<file path="config.mk">
export PLATFORM = sky130hd
export DESIGN_NAME = io_bus_master_flat
export DESIGN_NICKNAME = d
export VERILOG_FILES = /design/src/rtl/io_bus_master_if.sv /design/src/rtl/io_bus_master.sv /design/src/flat_wrapper.sv
export SDC_FILE = /design/constraint.sdc
export NUM_CORES = 1
export LEC_CHECK = 0
export BUFFER_PORTS_ARGS = -buffer_cell sky130_fd_sc_hd__clkbuf_2
export CORE_MARGIN = 2
export CORE_UTILIZATION = 40
export DETAILED_ROUTE_END_ITERATION = 12
export PLACE_DENSITY = 0.59
export SETUP_SLACK_MARGIN = 0.1
export SYNTH_ARGS = -nofsm -noshare
export SYNTH_HDL_FRONTEND = slang
export SYNTH_SLANG_ARGS = --single-unit
</file>
<file path="constraint.sdc">
create_clock -name clk -period 2.9 [get_ports clk]
set_clock_uncertainty 0.2 [all_clocks]
set_input_delay 0.58 -clock clk [delete_from_list [all_inputs] [get_ports clk]]
set_output_delay 0.58 -clock clk [all_outputs]
set_load 0.005 [all_outputs]
</file>
<file path="src/rtl/io_bus_master_if.sv">
`default_nettype none
`timescale 1ns/1ps
// ============================================================================
// Module      : io_bus_master_if
// Description : Core request/response handshakes plus the 4-bit-addressed
//               I/O peripheral bus, bundled for io_bus_master.
// Revision    : 1.0 - initial release
// ============================================================================
interface io_bus_master_if #(
    parameter int BITS = 16
);
    // core request channel
    logic            req_valid;
    logic            req_ready;
    logic            req_write;
    logic [3:0]      req_addr;
    logic [BITS-1:0] req_wdata;

    // core response channel
    logic            rsp_valid;
    logic            rsp_ready;
    logic            rsp_write;
    logic [BITS-1:0] rsp_rdata;

    // peripheral bus
    logic            io_en;
    logic            io_r_or_w;
    logic [3:0]      io_addr;
    logic [BITS-1:0] io_wdata;
    logic [BITS-1:0] io_rdata;

    // bus initiator view
    modport master (
        input  req_valid, req_write, req_addr, req_wdata, rsp_ready, io_rdata,
        output req_ready, rsp_valid, rsp_write, rsp_rdata,
               io_en, io_r_or_w, io_addr, io_wdata
    );

    // core + peripheral view
    modport slave (
        output req_valid, req_write, req_addr, req_wdata, rsp_ready, io_rdata,
        input  req_ready, rsp_valid, rsp_write, rsp_rdata,
               io_en, io_r_or_w, io_addr, io_wdata
    );
endinterface
`default_nettype wire

</file>
<file path="src/rtl/io_bus_master.sv">
`default_nettype none
`timescale 1ns/1ps
// ============================================================================
// Module      : io_bus_master
// Description : CPU-side initiator for the I/O peripheral bus. Buffers core
//               requests in a 2-entry FIFO, runs each as one timed bus access
//               and returns read data / write completion to the core.
// Revision    : 1.0 - initial release
// ============================================================================
module io_bus_master #(
    parameter int BITS        = 16,
    parameter int WAIT_CYCLES = 0
) (
    input  wire logic       clk,
    input  wire logic       rst_n,
    io_bus_master_if.master bus,
    output logic            busy
);

    // FIFO entry layout: {write, addr[3:0], wdata[BITS-1:0]}
    localparam int          c_ENTRY_W = BITS + 5;
    localparam logic [3:0]  c_WAIT    = 4'(WAIT_CYCLES);

    typedef enum logic [1:0] {
        S_IDLE   = 2'd0,
        S_ACCESS = 2'd1,
        S_RESP   = 2'd2
    } state_t;

    state_t                 r_state;
    state_t                 w_state_nxt;

    logic [c_ENTRY_W-1:0]   r_fifo_mem [2];
    logic                   r_wr_ptr;
    logic                   r_rd_ptr;
    logic [1:0]             r_count;

    logic [3:0]             r_wait;
    logic                   r_io_en;
    logic                   r_io_r_or_w;
    logic [3:0]             r_io_addr;
    logic [BITS-1:0]        r_io_wdata;
    logic                   r_rsp_valid;
    logic                   r_rsp_write;
    logic [BITS-1:0]        r_rsp_rdata;

    logic                   w_full;
    logic                   w_empty;
    logic                   w_req_ready;
    logic                   w_push;
    logic                   w_issue;
    logic                   w_complete;
    logic                   w_wait_dec;
    logic                   w_rsp_clear;
    logic [c_ENTRY_W-1:0]   w_head;

    assign w_full      = (r_count == 2'd2);
    assign w_empty     = (r_count == 2'd0);
    // Held low while in reset so nothing is accepted before the FIFO is usable.
    assign w_req_ready = rst_n & ~w_full;
    assign w_push      = bus.req_valid & w_req_ready;
    assign w_head      = r_fifo_mem[r_rd_ptr];

    assign bus.req_ready = w_req_ready;
    assign bus.rsp_valid = r_rsp_valid;
    assign bus.rsp_write = r_rsp_write;
    assign bus.rsp_rdata = r_rsp_rdata;
    assign bus.io_en     = r_io_en;
    assign bus.io_r_or_w = r_io_r_or_w;
    assign bus.io_addr   = r_io_addr;
    assign bus.io_wdata  = r_io_wdata;
    assign busy          = ~w_empty | (r_state != S_IDLE);

    // FIFO storage: payload only, validity is tracked by r_count.
    always_ff @(posedge clk) begin
        if (w_push) begin
            r_fifo_mem[r_wr_ptr] <= {bus.req_write, bus.req_addr, bus.req_wdata};
        end
    end

    // FIFO pointers and occupancy; a pop is the FSM issuing the head entry.
    always_ff @(posedge clk or negedge rst_n) begin
        if (!rst_n) begin
            r_wr_ptr <= 1'b0;
            r_rd_ptr <= 1'b0;
            r_count  <= 2'd0;
        end else begin
            if (w_push) begin
                r_wr_ptr <= ~r_wr_ptr;
            end
            if (w_issue) begin
                r_rd_ptr <= ~r_rd_ptr;
            end
            case ({w_push, w_issue})
                2'b10:   r_count <= r_count + 2'd1;
                2'b01:   r_count <= r_count - 2'd1;
                default: r_count <= r_count;
            endcase
        end
    end

    // FSM state register.
    always_ff @(posedge clk or negedge rst_n) begin
        if (!rst_n) begin
            r_state <= S_IDLE;
        end else begin
            r_state <= w_state_nxt;
        end
    end

    // Next state and datapath strobes.
    always_comb begin
        w_state_nxt = r_state;
        w_issue     = 1'b0;
        w_complete  = 1'b0;
        w_wait_dec  = 1'b0;
        w_rsp_clear = 1'b0;
        case (r_state)
            S_IDLE: begin
                if (!w_empty) begin
                    w_issue     = 1'b1;
                    w_state_nxt = S_ACCESS;
                end
            end
            S_ACCESS: begin
                if (r_wait != 4'd0) begin
                    w_wait_dec = 1'b1;
                end else begin
                    w_complete  = 1'b1;
                    w_state_nxt = S_RESP;
                end
            end
            S_RESP: begin
                if (bus.rsp_ready) begin
                    w_rsp_clear = 1'b1;
                    // Chaining straight to ACCESS still leaves this RESP cycle
                    // with io_en low between the two accesses.
                    if (!w_empty) begin
                        w_issue     = 1'b1;
                        w_state_nxt = S_ACCESS;
                    end else begin
                        w_state_nxt = S_IDLE;
                    end
                end
            end
            default: begin
                w_state_nxt = S_IDLE;
            end
        endcase
    end

    // Bus drive, wait counter and response capture.
    always_ff @(posedge clk or negedge rst_n) begin
        if (!rst_n) begin
            r_wait      <= 4'd0;
            r_io_en     <= 1'b0;
            r_io_r_or_w <= 1'b0;
            r_io_addr   <= 4'd0;
            r_io_wdata  <= '0;
            r_rsp_valid <= 1'b0;
            r_rsp_write <= 1'b0;
            r_rsp_rdata <= '0;
        end else begin
            if (w_issue) begin
                r_io_en     <= 1'b1;
                r_io_r_or_w <= w_head[c_ENTRY_W-1];
                r_io_addr   <= w_head[BITS+3:BITS];
                r_io_wdata  <= w_head[BITS-1:0];
                r_wait      <= c_WAIT;
            end else if (w_wait_dec) begin
                r_wait <= r_wait - 4'd1;
            end
            if (w_complete) begin
                // Address and write data stay put; only the enable drops.
                r_io_en     <= 1'b0;
                r_rsp_valid <= 1'b1;
                r_rsp_write <= r_io_r_or_w;
                r_rsp_rdata <= r_io_r_or_w ? '0 : bus.io_rdata;
            end
            if (w_rsp_clear) begin
                r_rsp_valid <= 1'b0;
            end
        end
    end

endmodule
`default_nettype wire
</file>
<file path="src/flat_wrapper.sv">
// flat-port wrapper written by rule: the top's interface ports become plain ports
module io_bus_master_flat 
#(
    parameter int BITS        = 16,
    parameter int WAIT_CYCLES = 0
)
  (clk, rst_n, busy, bus_req_valid, bus_req_write, bus_req_addr, bus_req_wdata, bus_rsp_ready, bus_io_rdata, bus_req_ready, bus_rsp_valid, bus_rsp_write, bus_rsp_rdata, bus_io_en, bus_io_r_or_w, bus_io_addr, bus_io_wdata);
  io_bus_master_if #(.BITS(BITS)) bus_i ();
  input  wire logic clk;
  input  wire logic rst_n;
  output logic busy;
  input wire logic [$bits(bus_i.req_valid)-1:0] bus_req_valid;
  input wire logic [$bits(bus_i.req_write)-1:0] bus_req_write;
  input wire logic [$bits(bus_i.req_addr)-1:0] bus_req_addr;
  input wire logic [$bits(bus_i.req_wdata)-1:0] bus_req_wdata;
  input wire logic [$bits(bus_i.rsp_ready)-1:0] bus_rsp_ready;
  input wire logic [$bits(bus_i.io_rdata)-1:0] bus_io_rdata;
  output wire logic [$bits(bus_i.req_ready)-1:0] bus_req_ready;
  output wire logic [$bits(bus_i.rsp_valid)-1:0] bus_rsp_valid;
  output wire logic [$bits(bus_i.rsp_write)-1:0] bus_rsp_write;
  output wire logic [$bits(bus_i.rsp_rdata)-1:0] bus_rsp_rdata;
  output wire logic [$bits(bus_i.io_en)-1:0] bus_io_en;
  output wire logic [$bits(bus_i.io_r_or_w)-1:0] bus_io_r_or_w;
  output wire logic [$bits(bus_i.io_addr)-1:0] bus_io_addr;
  output wire logic [$bits(bus_i.io_wdata)-1:0] bus_io_wdata;
  assign bus_i.req_valid = bus_req_valid;
  assign bus_i.req_write = bus_req_write;
  assign bus_i.req_addr = bus_req_addr;
  assign bus_i.req_wdata = bus_req_wdata;
  assign bus_i.rsp_ready = bus_rsp_ready;
  assign bus_i.io_rdata = bus_io_rdata;
  assign bus_req_ready = bus_i.req_ready;
  assign bus_rsp_valid = bus_i.rsp_valid;
  assign bus_rsp_write = bus_i.rsp_write;
  assign bus_rsp_rdata = bus_i.rsp_rdata;
  assign bus_io_en = bus_i.io_en;
  assign bus_io_r_or_w = bus_i.io_r_or_w;
  assign bus_io_addr = bus_i.io_addr;
  assign bus_io_wdata = bus_i.io_wdata;
  io_bus_master #(.BITS(BITS), .WAIT_CYCLES(WAIT_CYCLES)) u_core (.clk(clk), .rst_n(rst_n), .bus(bus_i), .busy(busy));
endmodule
</file>
==> results of run 1 <==
## placed cells by master (no fill, tap or decap), drive strengths merged
master        n
clkbuf       94
dfrtp        50
mux2         43
edfxtp       42
o21ai        38
nand2b       18
buf           5
inv           4
xnor2         4
nand3         3
nor2          3
mux2i         2
nand2         2
a21oi         2
ha            2
clkinvlp      2
and2b         1
o21bai        1
o211ai        1
or4           1
o21a          1
and3          1
or3b          1
nor2b         1
nor3          1
nor3b         1
o22ai         1
a21o          1
or3           1
xor2          1
clkinv        1
bufinv        1
dlygate4sd3   1
## Yosys cell counts, types with 2 or more instances
library cell and n:
clkbuf_1 3, dfrtp_1 50, a21oi_1 2, mux2i_1 2, xnor2_1 4, edfxtp_1 42, nor2_1 2, inv_1 4
nand3_1 3, o21ai_0 20, ha_1 2, nand2_1 2, mux2_2 27, buf_8 2, o21ai_1 18, mux2_4 16
nand2b_1 18, buf_2 3
## metal layers
| metal | global-route usage | vias up |
|---|---|---|
| met5 | 0 | - |
| met4 | 0.06322 | 0 |
| met3 | 0.03398 | 11 |
| met2 | 0.2390 | 73 |
| met1 | 0.1798 | 1041 |
| li1 | - | 1034 |
## final timing paths
kind	cells past startpoint	endpoint	startpoint	slack, ps
max	4	bus_req_ready	rst_n	490
min	1	u_core.r_fifo_mem[0][18]	bus_req_addr[2]	220
max reg2reg	5	u_core.bus.rsp_write	u_core.r_wait[0]	730
min reg2reg	1	u_core.bus.io_en	u_core.bus.io_en	300
max in group asynchronous	3	u_core.bus.io_wdata[8]	rst_n	1240
min in group asynchronous	2	u_core.bus.io_wdata[12]	rst_n	420
## sequential cells by signal, indices dropped and copies added, names as in the netlist
register / count
u_core.r_state: 2
u_core.r_wr_ptr: 1
u_core.bus.io_r_or_w: 1
u_core.r_fifo_mem: 42
u_core.bus.rsp_rdata: 16
u_core.bus.rsp_valid: 1
u_core.bus.io_addr: 4
u_core.r_count: 2
u_core.r_wait: 4
u_core.bus.rsp_write: 1
u_core.r_rd_ptr: 1
u_core.bus.io_en: 1
u_core.bus.io_wdata: 16
## logic make-up after synthesis
| logic type | count (synthesis) |
|---|---|
| flip-flops | 92 |
| AO/OA/AOI/OAI | 45 |
| multiplexers | 45 |
| AND/OR/NAND/NOR | 34 |
| buffers and inverters | 15 |
| XOR/XNOR | 5 |
| adder cells (fa/ha/maj) | 2 |
## layout make-up
class                      count  area (µm²)  area share
sequential                    92        2512      0.5658
multi-input combinational    131        1106      0.2491
timing repair buffer          88       483.0      0.1088
tap                          111       138.9     0.03128
clock buffer                  12       135.1     0.03043
clock inverter                 4       50.05     0.01127
inverter                       4       15.01    0.003381
## critical path: stages
cell and delay (ps):
dlygate4sd3_1 550, clkbuf_2 200, o21a_1 170, clkbuf_2 130
## power by group through the flow
| stage | Combinational (mW) | Clock, mW | Sequential (mW) |
|---|---|---|---|
| 3_5_place_dp | 1.76 | 0 | 2.08 |
| 4_1_cts | 1.77 | 0.840 | 2.06 |
| 3_3_place_gp | 1.71 | 0 | 2.08 |
| 5_1_grt | 1.91 | 0.891 | 2.10 |
| 2_1_floorplan | 1.31 | 0 | 2.02 |
| 6_report | 1.73 | 0.814 | 2.05 |
## repair_timing
action	CTS	global route
endpoints found under the hold margin	3	0
setup endpoints to repair	0	0
hold buffers	1	0
## stage by stage
step                      hold WS [ps]  instance area [µm²]
after floorplan                  84.41                 3724
after CTS                        196.5                 4441
after detailed placement         218.2                 4245
final                            217.1                 4441
after global routing             201.4                 4441
after global placement           210.8                 4245
==> run metrics, run 1 <==
clk sink count 92; setup_tns 0 ps; crit path capture type output pin; kind of critical path primary input to output pin; max-cap violations 0; Worst VDD drop 0.3419 mV; Synth Net Count 281; Chip Height 100.5 µm; placed wire-length estimate 4749 µm; synth warn 0; Ports 83; CP Launch Type primary input; core footprint 9153 µm²; Final Setup Violations 0; final std cells w/o fill 442; Final Util 0.4852; met2 WL 3526 µm; Clk network pwr share 0.177; ANT cells 0; Final WS setup 487.6 ps; Num CTS Buffers 9; Sw Pwr 1.483 mW; CTS tree built; compound-gate portion of the synthesized area 0.06653; # resized after CTS 0; Synth Area in Adders 0.006720; layout cells sized above 1 0.4441; Initial Util 0.4068; placed insts 425; RSZ-0062 raised after global routing no; GRT Overall Usage 0.1438; Port Buf Inserts 82; PnR Total Power 4.599 mW; Synth Cell Area 3724 µm²; post-route ant nets 0; Nets 369; Initial DRC Count 74; max_slew headroom 0.4995; syn avg cell area 15.65 µm²; switch share 0.3224; placement row count 35; sequential cell area fraction in the yosys report 0.6747; post-synthesis mux area share 0.1515; root buf cell clkbuf_8; fin crit share 0.8319; via/cell ratio 4.885; Pint 3.117 mW; Area Overhead vs Synth 19.25%; highest routed metal layer met4; GRT overflow 0; largest area contributor in the netlist edfxtp_1; Yosys reg bits 92; Worst-Skew Late Latency 350 ps; DIE AREA 10,100 µm²; Final Hold Vio Count 0; initial antenna violation count 0; number of enable flip-flop cells after synthesis 42; Cells after Synth 238; simple-gate share of the synthesized area 0.05981; post-layout min period 2412 ps; global-route wire length before repair 10,900 µm; Wirelength per Cell 15.71 µm; WP data arrival 1630 ps; worst-margin pin slew 750.8 ps; H-Tree Depth 3; DRT met1 WL 2918 µm; GPL Wtd Cong 0.7164; die width 100.5 µm; # fillers 815; post-CTS setup buffers 0; critical path required time 2120 ps; vias in the first global route 2,132; drt pass-1 iters 5; Clock transition at path regs 80 ps; Max Buffers Root-to-Sink 2; status finished clean; top-area cell type share of the netlist area 0.3387; main area contributors after synthesis edfxtp_1, dfrtp_1, mux2_2; LEAKAGE 1.895 nW; maximum fanout along the worst path 6; Netlist cell types 36; largest net degree at the start of global routing 48; fmax 414.5 MHz; worst min path class primary input to flop; DR vias 2,159; routed wire length 6944 µm; total power per unit cell area 1036 nW/µm²; ys async rst share 0.5435; Synth Area in XOR/XNOR 0.01176; largest family of logic cells by synthesized area multiplexers; met3 wire len 390 µm; logic gate share of total power 0.377; dpl ws 673.4 ps; DRC Markers 0; Reg power frac 0.446; main flop type after synthesis dfrtp_1; Slew Limit Fails 0
Power figures use the tool's default switching activity.
==> inputs of run 2 (changes only) <==
- ABC_AREA: unset -> 1
- clock period: 2.9 -> 2.3 ns (I/O delays scaled with it)
==> run 2 against run 1 <==
Compared with the run above: wire length is 2.2% higher; cell area is 1.1% lower; global-route usage is 1.0 points higher; register-to-register slack worse by 240 ps.
==> run metrics, run 2 <==
Ports 83 (unchanged); Initial Util 0.4166 (+0.009760); Synth Net Count 378 (+35%); max_slew headroom 0.5245 (+0.02502); post-route ant nets 0 (unchanged); placement row count 34 (-2.9%); max-cap violations 0 (unchanged); Largest register FFs 42 (unchanged); global-route wire length before repair 11,850 µm (+8.7%); WP data arrival 1850 ps (+220 ps); top-area cell type share of the netlist area 0.3438 (+0.005083); main flop type after synthesis dfrtp_1; routed wire length 7094 µm (+2.2%); Slew Limit Fails 0 (unchanged); GRT Overall Usage 0.1540 (+0.01017); GRT overflow 0 (unchanged); largest net degree at the start of global routing 51 (+6.3%); kind of critical path flop to flop; GPL Wtd Cong 0.7359 (+2.7%); Worst-Skew Late Latency 360 ps (about the same); most frequent cell after synthesis nand2_1; clk sink count 92 (unchanged); # hold bufs at CTS 0 (-1); PnR Total Power 5.809 mW (+26%); die width 99.77 µm (-0.71%); Chip Height 99.77 µm (-0.71%); root buf cell clkbuf_8; DRC Markers 0 (unchanged); H-Tree Depth 3 (unchanged); placed wire-length estimate 4602 µm (-3.1%); status finished clean; setup_tns 0 ps (unchanged); via/cell ratio 4.700 (-3.8%); most frequent cells in the layout nand2_1, clkbuf_2, dfrtp_1; core footprint 8806 µm² (-3.8%); fin crit share 0.7886; RSZ-0062 raised after global routing no; layout cells sized above 1 0.3178 (-0.1264); register name with the most flops u_core.r_fifo_mem; depth of the most critical reg-to-reg path 7 (+2); fmax 551.3 MHz; ys async rst share 0.5435 (unchanged); post-CTS setup buffers 0 (unchanged); main area contributors after synthesis edfxtp_1, dfrtp_1, nand2_1; ANT cells 0 (unchanged); Synth Cell Area 3669 µm² (-1.5%); initial antenna violation count 0 (unchanged); Cells after Synth 335 (+41%); Final Hold Vio Count 0 (unchanged); critical path required time 2340 ps (+220 ps); maximum fanout along the worst path 4 (-2); vias in the first global route 2,540 (+19%); Port Buf Inserts 82 (unchanged); Initial DRC Count 119 (+61%); Netlist cell types 30 (-17%); Wirelength per Cell 13.24 µm (-16%); drt pass-1 iters 4 (-1); syn avg cell area 10.95 µm² (-30%); DIE AREA 9953 µm² (-1.4%); synth warn 0 (unchanged); crit path capture type flop; Num CTS Buffers 9 (unchanged); Final Setup Violations 0 (unchanged); LEAKAGE 2.195 nW (+16%); post-layout min period 1814 ps; Area Overhead vs Synth 19.75%; Worst VDD drop 0.5313 mV (+55%); CTS tree built; largest area contributor in the netlist edfxtp_1; Nets 466 (+26%); total power per unit cell area 1322 nW/µm² (+28%); CP Launch Type flop; Yosys reg bits 92 (unchanged); DR vias 2,519 (+17%); number of enable flip-flop cells after synthesis 42 (unchanged); leading cell type in the layout, fill and taps excluded nand2_1; Clock transition at path regs 90 ps (about the same); # resized after CTS 0 (unchanged); sequential cell area fraction in the yosys report 0.6849 (+0.01013); synth cell count leaders nand2_1, dfrtp_1, edfxtp_1; Max Buffers Root-to-Sink 2 (unchanged); worst-margin pin slew 712.5 ps (-38.31 ps); worst min path class primary input to async pin
==> run 2: cell count changes after synthesis, sizes merged, moves of 3 or more <==
| cell | change |
|---|---|
| nand3 | +19 |
| mux2 | -43 |
| inv | +11 |
| xnor2 | -3 |
| nand2b | -18 |
| xor2 | +3 |
| nand2 | +166 |
| o21ai | -32 |
==> run 2: layer usage <==
layer  track usage  vias to the layer above  share of wire
met3       0.03725                        8          0.050
li1              -                     1246              -
met2        0.2443                       70           0.46
met1        0.2053                     1195           0.48
met4       0.06112                        0          0.016
met5             0                        -              0
==> run 2: where the power goes <==
| part | switching [mW] | internal (mW) |
|---|---|---|
| Sequential | 0.235 | 2.23 |
| Combinational | 1.36 | 0.783 |
| Clock | 0.580 | 0.618 |
| Total | 2.18 | 3.63 |
==> run 2: worst paths after layout <==
path	startpoint	endpoint	slack, ps
hold reg to reg	u_core.bus.io_wdata[9]	u_core.bus.io_wdata[9]	290
max in group asynchronous	rst_n	u_core.bus.io_addr[3]	1430
setup reg to reg	u_core.r_count[0]	u_core.r_count[1]	490
min in group clk	bus_req_wdata[9]	u_core.r_fifo_mem[0][9]	80
hold / removal	rst_n	u_core.bus.rsp_rdata[12]	40
setup / recovery	u_core.r_count[0]	u_core.r_count[1]	490
==> run 2: kinds of logic after synthesis <==
kind of cell | after synthesis | share of synthesized area
adder cells (fa/ha/maj) | 2 | 0.006820
AO/OA/AOI/OAI | 10 | 0.01739
buffers and inverters | 28 | 0.04434
XOR/XNOR | 5 | 0.01194
AND/OR/NAND/NOR | 198 | 0.2347
flip-flops | 92 | 0.6849
==> run 2: critical path, cell delays in order, from the launching register on <==
cell,delay [ps]
dfrtp_1,420
inv_2,70
a21boi_2,150
nand2_1,150
ha_1,340
a21oi_1,110
o21ai_0,110
xor2_1,150
==> run 2: final cells by class <==
class                           instances  area, µm²
Fill cell                             819       4413
Sequential cell                        92       2512
Multi-Input combinational cell        215      998.5
Timing Repair Buffer                   89      462.9
Tap cell                              108      135.1
Clock buffer                            9      123.9
Clock inverter                          7      97.59
Inverter                               16      62.56
==> run 2: through the flow <==
stage / utilization / cell area [µm²] / hold WS, ps / setup WS, ps / instances
3_5_place_dp: 0.4737 / 4172 / 264.2 / 367.2 / 520
4_1_cts: 0.4989 / 4393 / 61.50 / 472.0 / 536
3_3_place_gp: 0.4737 / 4172 / 263.9 / 394.2 / 520
5_1_grt: 0.4989 / 4393 / 67.43 / 371.5 / 536
6_report: 0.4989 / 4393 / 37.21 / 486.1 / 536
2_1_floorplan: - / 3669 / -35.59 / 32.31 / 335
==> inputs of run 3 (changes only) <==
- ABC_AREA: 1 -> 0
- PLACE_DENSITY: 0.59 -> 0.61
- clock period: 2.3 -> 1.54 ns (I/O delays scaled with it)
==> run 3 against run 2 <==
Compared with the run above: the flow now finishes with violations (negative setup slack); via count rose by 0.87%; cell area rose by 30%; core utilization rose by 12 points; die area rose by 1.4%; clock power rose by 64%; register-to-register slack got worse by 820 ps; sequential cell count did not move; sequential power rose by 56%; sequential share of layout area fell by 13 points; non-clock buffer count rose by 88; final cell count fell by 0.93%; largest cell class unchanged; largest power group is now combinational logic; highest routed layer unchanged.
==> run metrics, run 3 (synthesis results as in run 1) <==
status complete, but fails checks; failing checks negative setup slack; Initial Util 0.4068 (-0.009760); die width 100.5 µm (+0.72%); DRC Markers 0 (unchanged); register-to-register setup slack -330 ps (-820 ps); Final WS setup -364.7 ps (-850.8 ps); fin area 5707 µm² (+30%); Num CTS Buffers 9 (unchanged); slowest CP cell or4_4; worst min path class primary input to flop; depth of the most critical reg-to-reg path 9 (+2); placement row count 35 (+2.9%); DR vias 2,541 (+0.87%); GRT Overall Usage 0.1734 (+0.01937); Cell Area, Placed 4557 µm² (+9.2%); hold path depth 4; via/cell ratio 4.785 (+1.8%); WP data arrival 1400 ps (-450 ps); drt pass-1 iters 4 (unchanged); Port Buf Inserts 82 (unchanged); fmax 525.0 MHz; CTS tree built; Max Buffers Root-to-Sink 2 (unchanged); GRT overflow 0 (unchanged); Worst Hold Launch bus_rsp_ready; leading cell type in the layout, fill and taps excluded clkbuf_2; most frequent cells in the layout clkbuf_2, dfrtp_1, edfxtp_1; CP max stage delay 490 ps (+70 ps); crit path capture type output pin; critical path required time 1030 ps (-1310 ps); Clock transition at path regs 90 ps (about the same); Final Hold Vio Count 0 (unchanged); max_slew headroom 0.7183 (+0.1938); LEAKAGE 2.475 nW (+13%); vias in the first global route 2,686 (+5.7%); Nets 458 (-1.7%); largest net degree at the start of global routing 46 (-9.8%); worst hold endpoint u_core.bus.rsp_valid; Initial DRC Count 73 (-39%); H-Tree Depth 3 (unchanged); Area Overhead vs Synth 53.26%; layout cells sized above 1 0.5738 (+0.2561); Largest register FFs 42 (unchanged); worst-margin pin slew 419.4 ps (-293.1 ps); setup_tns -22,570 ps (-22,570 ps); CP Launch Type flop; core footprint 9153 µm² (+3.9%); DIE AREA 10,100 µm² (+1.4%); hold slack 122.3 ps (+85.10 ps); placed wire-length estimate 4952 µm (+7.6%); root buf cell clkbuf_8; global-route wire length before repair 13,390 µm (+13%); kind of critical path flop to output pin; family with the most delay on the worst path simple AND/OR/NAND/NOR gates; fin crit share 1.237; max-cap violations 0 (unchanged); PnR Total Power 11.47 mW (+97%); Worst R2R Start u_core.r_count[1]; GPL Wtd Cong 0.7210 (-2.0%); worst path cell trace or4_4 > clkbuf_2; Worst VDD drop 0.9169 mV (+73%); routed wire length 8420 µm (+19%); ANT cells 0 (unchanged); Slew Limit Fails 0 (unchanged); RSZ-0062 raised after global routing yes; # fillers 670 (-18%); maximum fanout along the worst path 5 (+1); Chip Height 100.5 µm (+0.72%); post-layout min period 1905 ps; register name with the most flops u_core.r_fifo_mem; Reg-to-Reg End u_core.r_fifo_mem[0][17]; Worst-Skew Late Latency 350 ps (about the same); CP Buf/Inv Count 1 (unchanged); initial antenna violation count 0 (unchanged); clk sink count 92 (unchanged); total power per unit cell area 2010 nW/µm² (+52%); post-route ant nets 0 (unchanged); Ports 83 (unchanged); Final Setup Violations 91 (+91); Wirelength per Cell 15.86 µm (+20%)
[run 3: changes by cell type in the layout (fill, tap and decap cells not counted), sizes merged, moves of 10 or more]
cell,before,now
nand2,168,2
buf,7,54
mux2,0,43
dlygate4sd3,0,39
o21ai,6,38
nand3,22,3
nand2b,0,18
inv,17,7
[run 3: final cells by class]
class,count,area (µm²),area share
flip-flops and latches,92,2515,0.4407
repair buffers,177,1473,0.2581
multi-input cells,131,1316,0.2307
well taps,111,138.9,0.02434
clock buffers,10,127.6,0.02236
clock inverters,6,118.9,0.02083
inverters,4,17.52,0.003070
[run 3: worst max-delay path by stage]
stage	cells after the start	startpoint	slack, ps	to
2_1_floorplan	5	u_core.r_count[0]	-150	u_core.r_count[1]
3_3_place_gp	6	u_core.r_wait[1]	-120	u_core.r_wait[3]
3_5_place_dp	6	u_core.r_wait[1]	-150	u_core.r_wait[3]
4_1_cts	2	u_core.r_count[1]	-380	busy
5_1_grt	2	u_core.r_state[0]	-420	busy
6_report	2	u_core.r_state[0]	-360	busy
[run 3: per-layer routing]
metal / part of all wire / GRT usage / vias to the layer above
met4: 0.013 / 0.06955 / 0
met2: 0.51 / 0.2896 / 47
met1: 0.45 / 0.2272 / 1260
met5: 0 / 0 / -
met3: 0.025 / 0.02774 / 10
li1: - / - / 1224
[run 3: metrics by stage]
step                        util  setup WS (ps)  instances
final                     0.6235         -364.7        531
after global routing      0.6235         -415.7        531
after CTS                 0.6108         -380.3        529
after detailed placement  0.4979         -152.0        450
after global placement    0.4979         -119.3        450
after floorplan                -         -147.9        238
[run 3: worst min-delay path, cell delays in order]
cell      delay (ps)
clkbuf_2         100
inv_1             50
o21ai_0          100
nand2_2           70
[run 3: where the power goes]
group / internal [mW] / switching, mW
logic: 3.36 / 2.30
clock network: 1.10 / 0.867
registers: 3.35 / 0.482
[run 3: repair_timing]
item	4_1_cts	5_1_grt
resized for setup	36	29
pin swaps	8	4
setup endpoints to repair	92	139
cloned	6	1
hold buffers	39	0
buffers inserted	18	3
endpoints found under the hold margin	109	0
